### src/rtl/lock_pkg.sv
// Shared lock definitions: readout states, digit width and default timing constants.
package lock_pkg;

  localparam int unsigned NIBBLE_W  = 4;
  localparam int unsigned DWELL_DEF = 25_000_000;
  localparam int unsigned GAP_DEF   = 5_000_000;

  typedef enum logic [1:0] {
    S_IDLE,
    S_SHOW,
    S_GAP,
    S_DONE
  } state_e;

endpackage

### src/rtl/dwell_timer.sv
// Restartable up-counter with a single-cycle terminal-count strobe at a loadable last value.
module dwell_timer #(
  parameter int unsigned CNT_W = 3
) (
  input  logic             clk,
  input  logic             clr,
  input  logic             ce,
  input  logic             restart,
  input  logic [CNT_W-1:0] last,
  output logic             tc
);

  logic [CNT_W-1:0] count_q;

  always_ff @(posedge clk or posedge clr) begin
    if (clr) begin
      count_q <= '0;
    end else if (restart) begin
      count_q <= '0;
    end else if (ce) begin
      count_q <= count_q + CNT_W'(1);
    end
  end

  assign tc = ce && (count_q == last);

endmodule

### src/rtl/nibble_readout.sv
// Serialises a stored password word onto the LED bank, MSB nibble first, one timed digit at a time.
module nibble_readout
  import lock_pkg::*;
#(
  parameter  int unsigned NIBBLES = 4,
  parameter  int unsigned DWELL   = DWELL_DEF,
  parameter  int unsigned GAP     = GAP_DEF,
  localparam int unsigned WORD_W  = NIBBLE_W * NIBBLES,
  localparam int unsigned IDX_W   = (NIBBLES > 1) ? $clog2(NIBBLES) : 1
) (
  input  logic                clk,
  input  logic                clr,
  input  logic                start,
  input  logic                abort,
  input  logic [WORD_W-1:0]   data_i,
  output logic [NIBBLE_W-1:0] nibble_o,
  output logic                valid_o,
  output logic [IDX_W-1:0]    index_o,
  output logic                busy,
  output logic                done
);

  localparam int unsigned CNT_MAX  = (DWELL > GAP) ? DWELL : GAP;
  localparam int unsigned CNT_W    = $clog2(CNT_MAX + 1);
  localparam int unsigned GAP_LAST = (GAP > 0) ? GAP - 1 : 0;

  state_e              state_q, state_d;
  logic [WORD_W-1:0]   shadow_q, shadow_d;
  logic [IDX_W-1:0]    idx_q, idx_d;
  logic [NIBBLE_W-1:0] nibble_q, nibble_d;
  logic                valid_q, valid_d;
  logic                busy_q, busy_d;
  logic                done_q, done_d;

  logic                tc;
  logic                ce_c;
  logic                restart_c;
  logic [CNT_W-1:0]    last_c;
  logic [WORD_W-1:0]   shifted_c;

  // Counter runs only while a digit or gap is timing; any other cycle holds it at zero.
  assign ce_c      = (state_q == S_SHOW) || (state_q == S_GAP);
  assign restart_c = tc || abort || !ce_c;
  assign last_c    = (state_q == S_GAP) ? CNT_W'(GAP_LAST) : CNT_W'(DWELL - 1);
  assign shifted_c = shadow_q << NIBBLE_W;

  dwell_timer #(
    .CNT_W(CNT_W)
  ) u_timer (
    .clk     (clk),
    .clr     (clr),
    .ce      (ce_c),
    .restart (restart_c),
    .last    (last_c),
    .tc      (tc)
  );

  always_ff @(posedge clk or posedge clr) begin
    if (clr) begin
      state_q  <= S_IDLE;
      shadow_q <= '0;
      idx_q    <= '0;
      nibble_q <= '0;
      valid_q  <= 1'b0;
      busy_q   <= 1'b0;
      done_q   <= 1'b0;
    end else begin
      state_q  <= state_d;
      shadow_q <= shadow_d;
      idx_q    <= idx_d;
      nibble_q <= nibble_d;
      valid_q  <= valid_d;
      busy_q   <= busy_d;
      done_q   <= done_d;
    end
  end

  // Outputs are computed for the state being entered, so they line up with it after the edge.
  always_comb begin
    state_d  = state_q;
    shadow_d = shadow_q;
    idx_d    = idx_q;
    nibble_d = '0;
    valid_d  = 1'b0;
    busy_d   = 1'b0;
    done_d   = 1'b0;

    case (state_q)
      S_IDLE: begin
        idx_d = '0;
        if (start && !abort) begin
          state_d  = S_SHOW;
          shadow_d = data_i;
          nibble_d = data_i[WORD_W-1 -: NIBBLE_W];
          valid_d  = 1'b1;
          busy_d   = 1'b1;
        end
      end
      S_SHOW: begin
        busy_d   = 1'b1;
        valid_d  = 1'b1;
        nibble_d = shadow_q[WORD_W-1 -: NIBBLE_W];
        if (tc) begin
          if (idx_q == IDX_W'(NIBBLES - 1)) begin
            state_d  = S_DONE;
            valid_d  = 1'b0;
            nibble_d = '0;
            done_d   = 1'b1;
          end else if (GAP == 0) begin
            shadow_d = shifted_c;
            idx_d    = idx_q + IDX_W'(1);
            nibble_d = shifted_c[WORD_W-1 -: NIBBLE_W];
          end else begin
            state_d  = S_GAP;
            valid_d  = 1'b0;
            nibble_d = '0;
          end
        end
      end
      S_GAP: begin
        busy_d = 1'b1;
        if (tc) begin
          state_d  = S_SHOW;
          shadow_d = shifted_c;
          idx_d    = idx_q + IDX_W'(1);
          nibble_d = shifted_c[WORD_W-1 -: NIBBLE_W];
          valid_d  = 1'b1;
        end
      end
      S_DONE: begin
        state_d = S_IDLE;
        idx_d   = '0;
      end
      default: begin
        state_d = S_IDLE;
        idx_d   = '0;
      end
    endcase

    // Abort wins over everything and leaves no trace on the outputs.
    if (abort && (state_q != S_IDLE)) begin
      state_d  = S_IDLE;
      idx_d    = '0;
      nibble_d = '0;
      valid_d  = 1'b0;
      busy_d   = 1'b0;
      done_d   = 1'b0;
    end
  end

  assign nibble_o = nibble_q;
  assign valid_o  = valid_q;
  assign index_o  = idx_q;
  assign busy     = busy_q;
  assign done     = done_q;

endmodule

### config.mk
export PLATFORM = sky130hd
export DESIGN_NAME = nibble_readout
export DESIGN_NICKNAME = d
export VERILOG_FILES = /design/src/rtl/lock_pkg.sv /design/src/rtl/dwell_timer.sv /design/src/rtl/nibble_readout.sv
export SDC_FILE = /design/constraint.sdc
export NUM_CORES = 1
export LEC_CHECK = 0
export BUFFER_PORTS_ARGS = -buffer_cell sky130_fd_sc_hd__buf_2
export CAP_MARGIN = 20
export CORE_MARGIN = 1.5
export CORE_UTILIZATION = 45
export DETAILED_ROUTE_END_ITERATION = 12
export GPL_TIMING_DRIVEN = 0
export SLEW_MARGIN = 20
export SYNTH_ARGS = -nofsm -noshare
export SYNTH_HDL_FRONTEND = slang
export SYNTH_SLANG_ARGS = --single-unit
### constraint.sdc
create_clock -name clk -period 2.8 [get_ports clk]
set_clock_uncertainty 0.05 [all_clocks]
set_input_delay 0.14 -clock clk [delete_from_list [all_inputs] [get_ports clk]]
set_output_delay 0.14 -clock clk [all_outputs]
set_load 0.03 [all_outputs]
==> results of run 1 <==
==> layout make-up <==
type,count,area share [%]
multi-input cells,202,44.1
flip-flops and latches,52,41.4
repair buffers,31,5.41
well taps,75,2.98
clock buffers,7,2.74
plain buffers,14,1.87
inverters,10,1.27
clock inverters,1,0.239
==> cell families after synthesis <==
family	count (synthesis)
and+or+nand+nor	119
DFF	52
AOI/OAI and AO/OA	51
buffers and inverters	24
xor gates and xnor gates	23
adders and majority gates	7
muxes	2
==> per-stage QoR <==
step | setup slack [ns] | utilization, % | hold WS, ns | total power, mW | std cells
2_1_floorplan | 0.862 | - | 0.230 | 1.54 | 278
4_1_cts | 0.211 | 52.7 | 0.00780 | 2.18 | 392
5_1_grt | 0.185 | 52.8 | 0.00696 | 2.30 | 392
6_report | 0.358 | 52.8 | 0.0137 | 2.16 | 392
3_5_place_dp | 0.239 | 50.6 | 0.235 | 1.72 | 381
3_3_place_gp | 0.307 | 50.6 | 0.318 | 1.71 | 381
==> worst min-delay path by stage <==
stage	to	slack, ns	cells after the start
floorplan	shadow_q[0]	0.23	1
global placement	shadow_q[1]	0.32	2
detailed placement	u_timer.count_q[17]	0.23	2
CTS	shadow_q[3]	0.008	2
global route	shadow_q[3]	0.007	2
finish	shadow_q[3]	0.01	2
==> Yosys cell counts (all sizes together), types with 2 or more instances <==
| cell type | count |
|---|---|
| a21o | 2 |
| a21oi | 8 |
| a22oi | 5 |
| o211ai | 2 |
| a2bb2oi | 11 |
| buf | 3 |
| o21ai | 2 |
| and3 | 5 |
| a31oi | 2 |
| nand4 | 10 |
| nand3 | 25 |
| and4 | 3 |
| ha | 7 |
| nand2b | 12 |
| clkbuf | 11 |
| xor2 | 17 |
| dfrtp | 52 |
| o21a | 2 |
| inv | 10 |
| a22o | 4 |
| nor2 | 38 |
| nand2 | 9 |
| xnor2 | 6 |
| o22ai | 11 |
| nor4 | 4 |
| nor3 | 5 |
| and4bb | 2 |
| mux2 | 2 |
==> repair_timing <==
item,in CTS,in global routing
endpoints found under the setup margin,0,2
endpoints found under the hold margin,54,0
resized for setup,0,1
hold buffers,3,0
==> power breakdown <==
group	total (mW)	switching, mW	internal [mW]
sequential	1.03	0.107	0.922
clock	0.449	0.247	0.201
combinational	0.678	0.382	0.296
==> sequential cells by signal, indices dropped and copies added, names as in the netlist <==
signal and count:
busy 1, done 1, index_o 2, nibble_o 4, shadow_q 16, state_q 2, u_timer.count_q 25, valid_o 1
==> routing by layer <==
layer	track usage [%]	part of all wire (%)	vias up
met1	26.3	47	1042
met3	3.33	4.0	6
met5	0	0	-
met4	6.27	0.70	0
li1	-	-	1072
met2	32.9	48	49
==> flow_summary_export.csv, run 1 <==
group,metric,value,unit
run_status,status,"finished clean",
grt,grt_util_all_layers,19.8,%
logic_synthesis,synth_cell_types,43,
cells_and_area,area_growth_syn_to_layout,13.2,%
logic_synthesis,synthAdderAreaFrac,3.15,%
min_path,hp-class,"input pin to flop",
route,wl,6010,um
logic_synthesis,synth_compound_area_share,13.6,%
route,ant_nets,0,
worst_setup_path,cp_cell_sequence,"inv_1 > ha_1 > clkbuf_1 > nand3_1 > nor4_2 > a22oi_1 > a21oi_1",
place,placed_area,0.00302,mm^2
power,power_density,686,mW/mm^2
worst_setup_path,critPathBufInv,2,
worst_setup_path,cp.depth,7,
cells_and_area,seq_area,0.00130,mm^2
power,peakVddDrop,409,uV
cells_and_area,nets,343,
logic_synthesis,synth_xor_area_share,7.25,%
logic_synthesis,synth_edf_count,0,
worst_setup_path,reg2reg_depth,7,
clock_tree,cts_setup_buffers,0,
worst_setup_path,critPathMaxStageDelay,0.51,ns
place,io_buffers,28,
die,dieArea,0.00666,mm^2
logic_synthesis,synth_ff_type,"dfrtp_1",
worst_setup_path,required,2.98,ns
timing,max_freq,410,MHz
clock_tree,cts_buffers,5,
grt,overflow,0,
place,place_congestion,0.816,
grt,grt_pass1_wl,10100,um
worst_setup_path,slowest_stage,"nor4_2",
cells_and_area,multi_input_area,0.00139,mm^2
die,dieHeight,81.6,um
route,drcViolationCount,0,
cells_and_area,fill_cells,586,
worst_setup_path,startpoint_type,"flop",
die,pin_count,29,
logic_synthesis,synth-seq-cells,52,
die,start_util,46.7,%
logic_synthesis,netlist.top_cell.by_area,"dfrtp_1",
worst_setup_path,critPathLaunch,"state_q[0]",
timing,finalCritPeriodShare,87.2,%
place,hpwl,4170,um
clock_tree,cts.sinks,52,
logic_synthesis,yosysWarnings,0,
route,wl_per_cell,15.3,um
cells_and_area,final_cell_mix,"dfrtp_1, nor2_1, buf_2",
route,drt_first_pass_iters,4,
worst_setup_path,crit_family,"simple AND/OR/NAND/NOR gates",
worst_setup_path,reg2reg_slack,0.36,ns
grt,antenna_found_initial,0,
logic_synthesis,yosysTopAreaCellShare,46.8,%
power,power.leakage,1.34,nW
timing,worstMarginPinSlew,0.641,ns
route,avgViaCountPerCell,5.53,
cells_and_area,drive_gt1_share,16.7,%
route,first_iter_violations,88,
worst_setup_path,end_kind,"flop",
worst_setup_path,cp_max_fo,10,
grt,first_global_vias,2114,
clock_tree,cts_tree,"built",
logic_synthesis,synth.area.top_cells,"dfrtp_1, xor2_1, nor2_1, nand3_1, a2bb2oi_1",
clock_tree,htreeDepth,2,
clock_tree,clockBufferDepth,2,
clock_tree,clock_latency,0.31,ns
worst_setup_path,r2r_end,"nibble_o[3]",
route,vias,2169,
logic_synthesis,synth.avg_cell_area,10.0,um^2
run,maxCapViolCount,0,
logic_synthesis,synth_nets,305,
grt,grt_max_degree,53,
worst_setup_path,cp.arrival,2.63,ns
timing,finalSetupTns,0,ns
clock_tree,cts-root-buf,"clkbuf_8",
clock_tree,clkTransAtPathRegs,0.10,ns
worst_setup_path,endpoint,"nibble_o[3]",
logic_synthesis,syn_inst,278,
timing,fin_crit,2.44,ns
timing,grt_setup_unrepaired,"false",
logic_synthesis,syn_area,0.00278,mm^2
cells_and_area,final_common_cell,"dfrtp_1",
worst_setup_path,critPathKind,"flop to flop",
cells_and_area,antennaDiodeCount,0,
min_path,min-delay-start,"data_i[3]",
timing,maxSlewViolCount,0,
worst_setup_path,r2r-start,"state_q[0]",
die,die_x,81.6,um
logic_synthesis,synthSimpleGateAreaFrac,24.6,%
timing,slew_headroom,57.3,%
logic_synthesis,synth_mux_area_share,1.08,%
die,rows,28,
die,core,0.00596,mm^2
logic_synthesis,synth_top_family_by_area,"simple AND/OR/NAND/NOR gates",
timing,hold_violations,0,
cells_and_area,final_area,0.00315,mm^2
logic_synthesis,seq_area_frac_synth,46.8,%
timing,setup_violations,0,
logic_synthesis,async_flop_share,100,%
(Power assumes the default switching activity.)
==> inputs of run 2 (changes only) <==
Settings changed: ABC_AREA from default to 1, SLEW_MARGIN 20 to default.
Clock period 2.8 ns to 2.6 ns, I/O delays scaled along.
==> run 2 against run 1 <==
Against the previous run: the run now ends with DRC left; worst hold slack gained 0.045 ns; power rose by 24%; sequential share of layout area shrank 3.4 points; flip-flop and latch count did not move; synthesized cell count increased by 34%; fmax rose by 14%; count of clock-buffer cells in the layout down 2; clock power increased by 26%; critical endpoint is now u_timer.count_q[15].
==> flow_summary_export.csv, run 2 <==
group,metric,value,unit
run_status,status,"finished with violations",
run_status,violations,"DRC",
clock_tree,htreeDepth,2,
power,p_int,1.63,mW
clock_tree,cts_hold_buf,5,
die,rows,29,
route,wl,6270,um
min_path,hp-class,"input pin to flop",
cells_and_area,multi_input_area,0.00151,mm^2
logic_synthesis,synth.area.top_cells,"dfrtp_1, nand2_1, nor2_1, inv_1, o21ai_2",
timing,fin_crit,2.14,ns
cells_and_area,largest_register_ffs,25,
cells_and_area,nets,440,
place,placed_area,0.00327,mm^2
cells_and_area,antennaDiodeCount,0,
cells_and_area,regMostFlops,"u_timer.count_q",
worst_setup_path,r2r_end,"u_timer.count_q[15]",
route,avgViaCountPerCell,5.01,
power,power_switching,1.05,mW
grt,overflow,0,
logic_synthesis,synth-seq-cells,52,
timing,worstMarginPinSlew,0.520,ns
worst_setup_path,reg2reg_slack,0.46,ns
cells_and_area,final_util,53.4,%
logic_synthesis,syn_area,0.00301,mm^2
power,p_sw_share,39.2,%
clock_tree,clockBufferDepth,2,
timing,slew_headroom,65.4,%
die,core,0.00642,mm^2
die,dieHeight,84.8,um
worst_setup_path,startpoint_type,"flop",
route,vias,2460,
cells_and_area,final_common_cell,"nand2_1",
cells_and_area,final_area,0.00343,mm^2
grt,grt_max_degree,33,
power,power.leakage,1.50,nW
die,pin_count,29,
timing,setup_violations,0,
worst_setup_path,cp.arrival,2.29,ns
grt,first_global_vias,2415,
logic_synthesis,synth_edf_count,0,
logic_synthesis,seq_area_frac_synth,43.2,%
route,drcViolationCount,4,
min_path,whs_path_depth,3,
logic_synthesis,netlist.top_cell.by_area,"dfrtp_1",
power,p_comb_share,38.0,%
power,power_density,780,mW/mm^2
worst_setup_path,critPathKind,"flop to flop",
logic_synthesis,syn_inst,372,
run,maxCapViolCount,0,
die,dieArea,0.00719,mm^2
timing,finalSetupTns,0,ns
power,clkPwrFrac,21.1,%
clock_tree,cts_buffers,5,
logic_synthesis,synth_cell_types,32,
die,die_x,84.8,um
route,ant_nets,0,
worst_setup_path,end_kind,"flop",
grt,grt_util_all_layers,19.1,%
min_path,hold_end,"shadow_q[10]",
grt,antenna_found_initial,0,
cells_and_area,area_growth_syn_to_layout,13.9,%
place,io_buffers,28,
die,start_util,46.9,%
timing,finalCritPeriodShare,82.5,%
clock_tree,cts.sinks,52,
logic_synthesis,yosysMostFrequentCell,"nand2_1",
power,seq_power_share,40.9,%
timing,hold_violations,0,
power,peakVddDrop,374,uV
worst_setup_path,required,2.75,ns
worst_setup_path,cp_max_fo,10,
worst_setup_path,reg2reg_depth,11,
cells_and_area,drive_gt1_share,21.0,%
logic_synthesis,synth.avg_cell_area,8.09,um^2
route,drt_first_pass_iters,8,
clock_tree,clock_latency,0.31,ns
cells_and_area,final_cell_mix,"nand2_1, nor2_1, dfrtp_1",
place,hpwl,4660,um
worst_setup_path,r2r-start,"state_q[0]",
clock_tree,cts_tree,"built",
timing,grt_setup_unrepaired,"false",
route,first_iter_violations,147,
clock_tree,cts_resized,0,
logic_synthesis,synth_common_cells,"nand2_1, nor2_1, dfrtp_1, inv_1, nand3_1",
timing,maxSlewViolCount,0,
cells_and_area,seq_area,0.00130,mm^2
timing,max_freq,466,MHz
clock_tree,cts_setup_buffers,0,
clock_tree,clkTransAtPathRegs,0.10,ns
min_path,min-delay-start,"data_i[10]",
logic_synthesis,synth_nets,399,
grt,grt_pass1_wl,11100,um
route,wl_per_cell,12.8,um
cells_and_area,fill_cells,611,
place,place_congestion,0.858,
logic_synthesis,async_flop_share,100,%
logic_synthesis,yosysTopAreaCellShare,43.2,%
clock_tree,cts-root-buf,"clkbuf_8",
logic_synthesis,yosysWarnings,0,
logic_synthesis,synth_ff_type,"dfrtp_1",
-- run 2: cell count changes in the layout (fill, tap and decap cells not counted), moves of 8 or more --
cell / previous run / this run
xor2_1: 17 / 7
o21ai_2: 0 / 12
nor2_1: 38 / 61
o22ai_1: 11 / 0
mux2i_1: 0 / 8
nand2_2: 0 / 9
nand2b_1: 12 / 0
a2bb2oi_1: 11 / 0
clkbuf_1: 12 / 1
nand3_1: 25 / 14
inv_1: 9 / 33
nand2_1: 9 / 88
-- run 2: how the worst max path moves through the flow --
| stage | start | endpoint | slack (ns) | cells after the start |
|---|---|---|---|---|
| global placement | clr | state_q[0] | 0.42 | 2 |
| global route | state_q[0] | u_timer.count_q[5] | 0.25 | 11 |
| finish | state_q[0] | u_timer.count_q[15] | 0.46 | 11 |
| CTS | state_q[0] | shadow_q[6] | 0.42 | 10 |
| detailed placement | state_q[0] | shadow_q[6] | 0.44 | 10 |
| floorplan | state_q[0] | shadow_q[4] | 0.77 | 13 |
-- run 2: cells by family (layout without fill, tap and decap cells) --
logic type | count (synthesis) | after routing | share of synthesized area, %
fa+ha+maj | 7 | 7 | 2.91
xor+xnor | 12 | 12 | 3.49
compound gates | 38 | 38 | 8.31
flops | 52 | 52 | 43.2
mux | 8 | 8 | 2.66
simple gates | 209 | 209 | 32.9
buf+inv | 46 | 88 | 6.48
-- run 2: critical path: stages, from the launching register on --
cell and delay [ns]:
dfrtp_1 0.45, inv_1 0.11, ha_1 0.14, buf_4 0.19
inv_2 0.07, o21ai_0 0.09, nand3_2 0.12, nor2_4 0.12
nand2_1 0.11, nand3_2 0.19, buf_2 0.29, nor2_1 0.09
-- run 2: per-stage QoR --
step / worst slack (ns) / power (mW) / cells / hold WS, ns
after floorplan: 0.766 / 1.88 / 372 / 0.226
after global placement: 0.419 / 2.10 / 477 / 0.312
after detailed placement: 0.438 / 2.13 / 478 / 0.126
after CTS: 0.423 / 2.69 / 491 / 0.0567
after global routing: 0.248 / 2.88 / 491 / 0.0717
final: 0.455 / 2.68 / 491 / 0.0589
-- run 2: power by group through the flow --
stage	registers, mW	logic, mW	clock network (mW)
final	1.09	1.02	0.564
after global placement	1.10	0.998	0
after global routing	1.12	1.15	0.609
after CTS	1.09	1.03	0.573
after detailed placement	1.11	1.02	0
after floorplan	1.17	0.708	0
-- run 2: cell type report --
cell class	instances	share of cell area [%]
multi-input combinational	274	44.2
sequential	52	38.0
timing repair buffer	34	6.13
inverter	39	4.27
tap	77	2.81
clock buffer	5	2.01
buffer	7	1.42
clock inverter	3	1.24
-- run 2: routing by layer --
metal	track usage, %	up-vias	wire length [um]
li1	-	1266	-
met4	5.37	0	74
met3	2.75	8	226
met5	0	-	0
met2	29.3	48	2710
met1	28.3	1138	3270
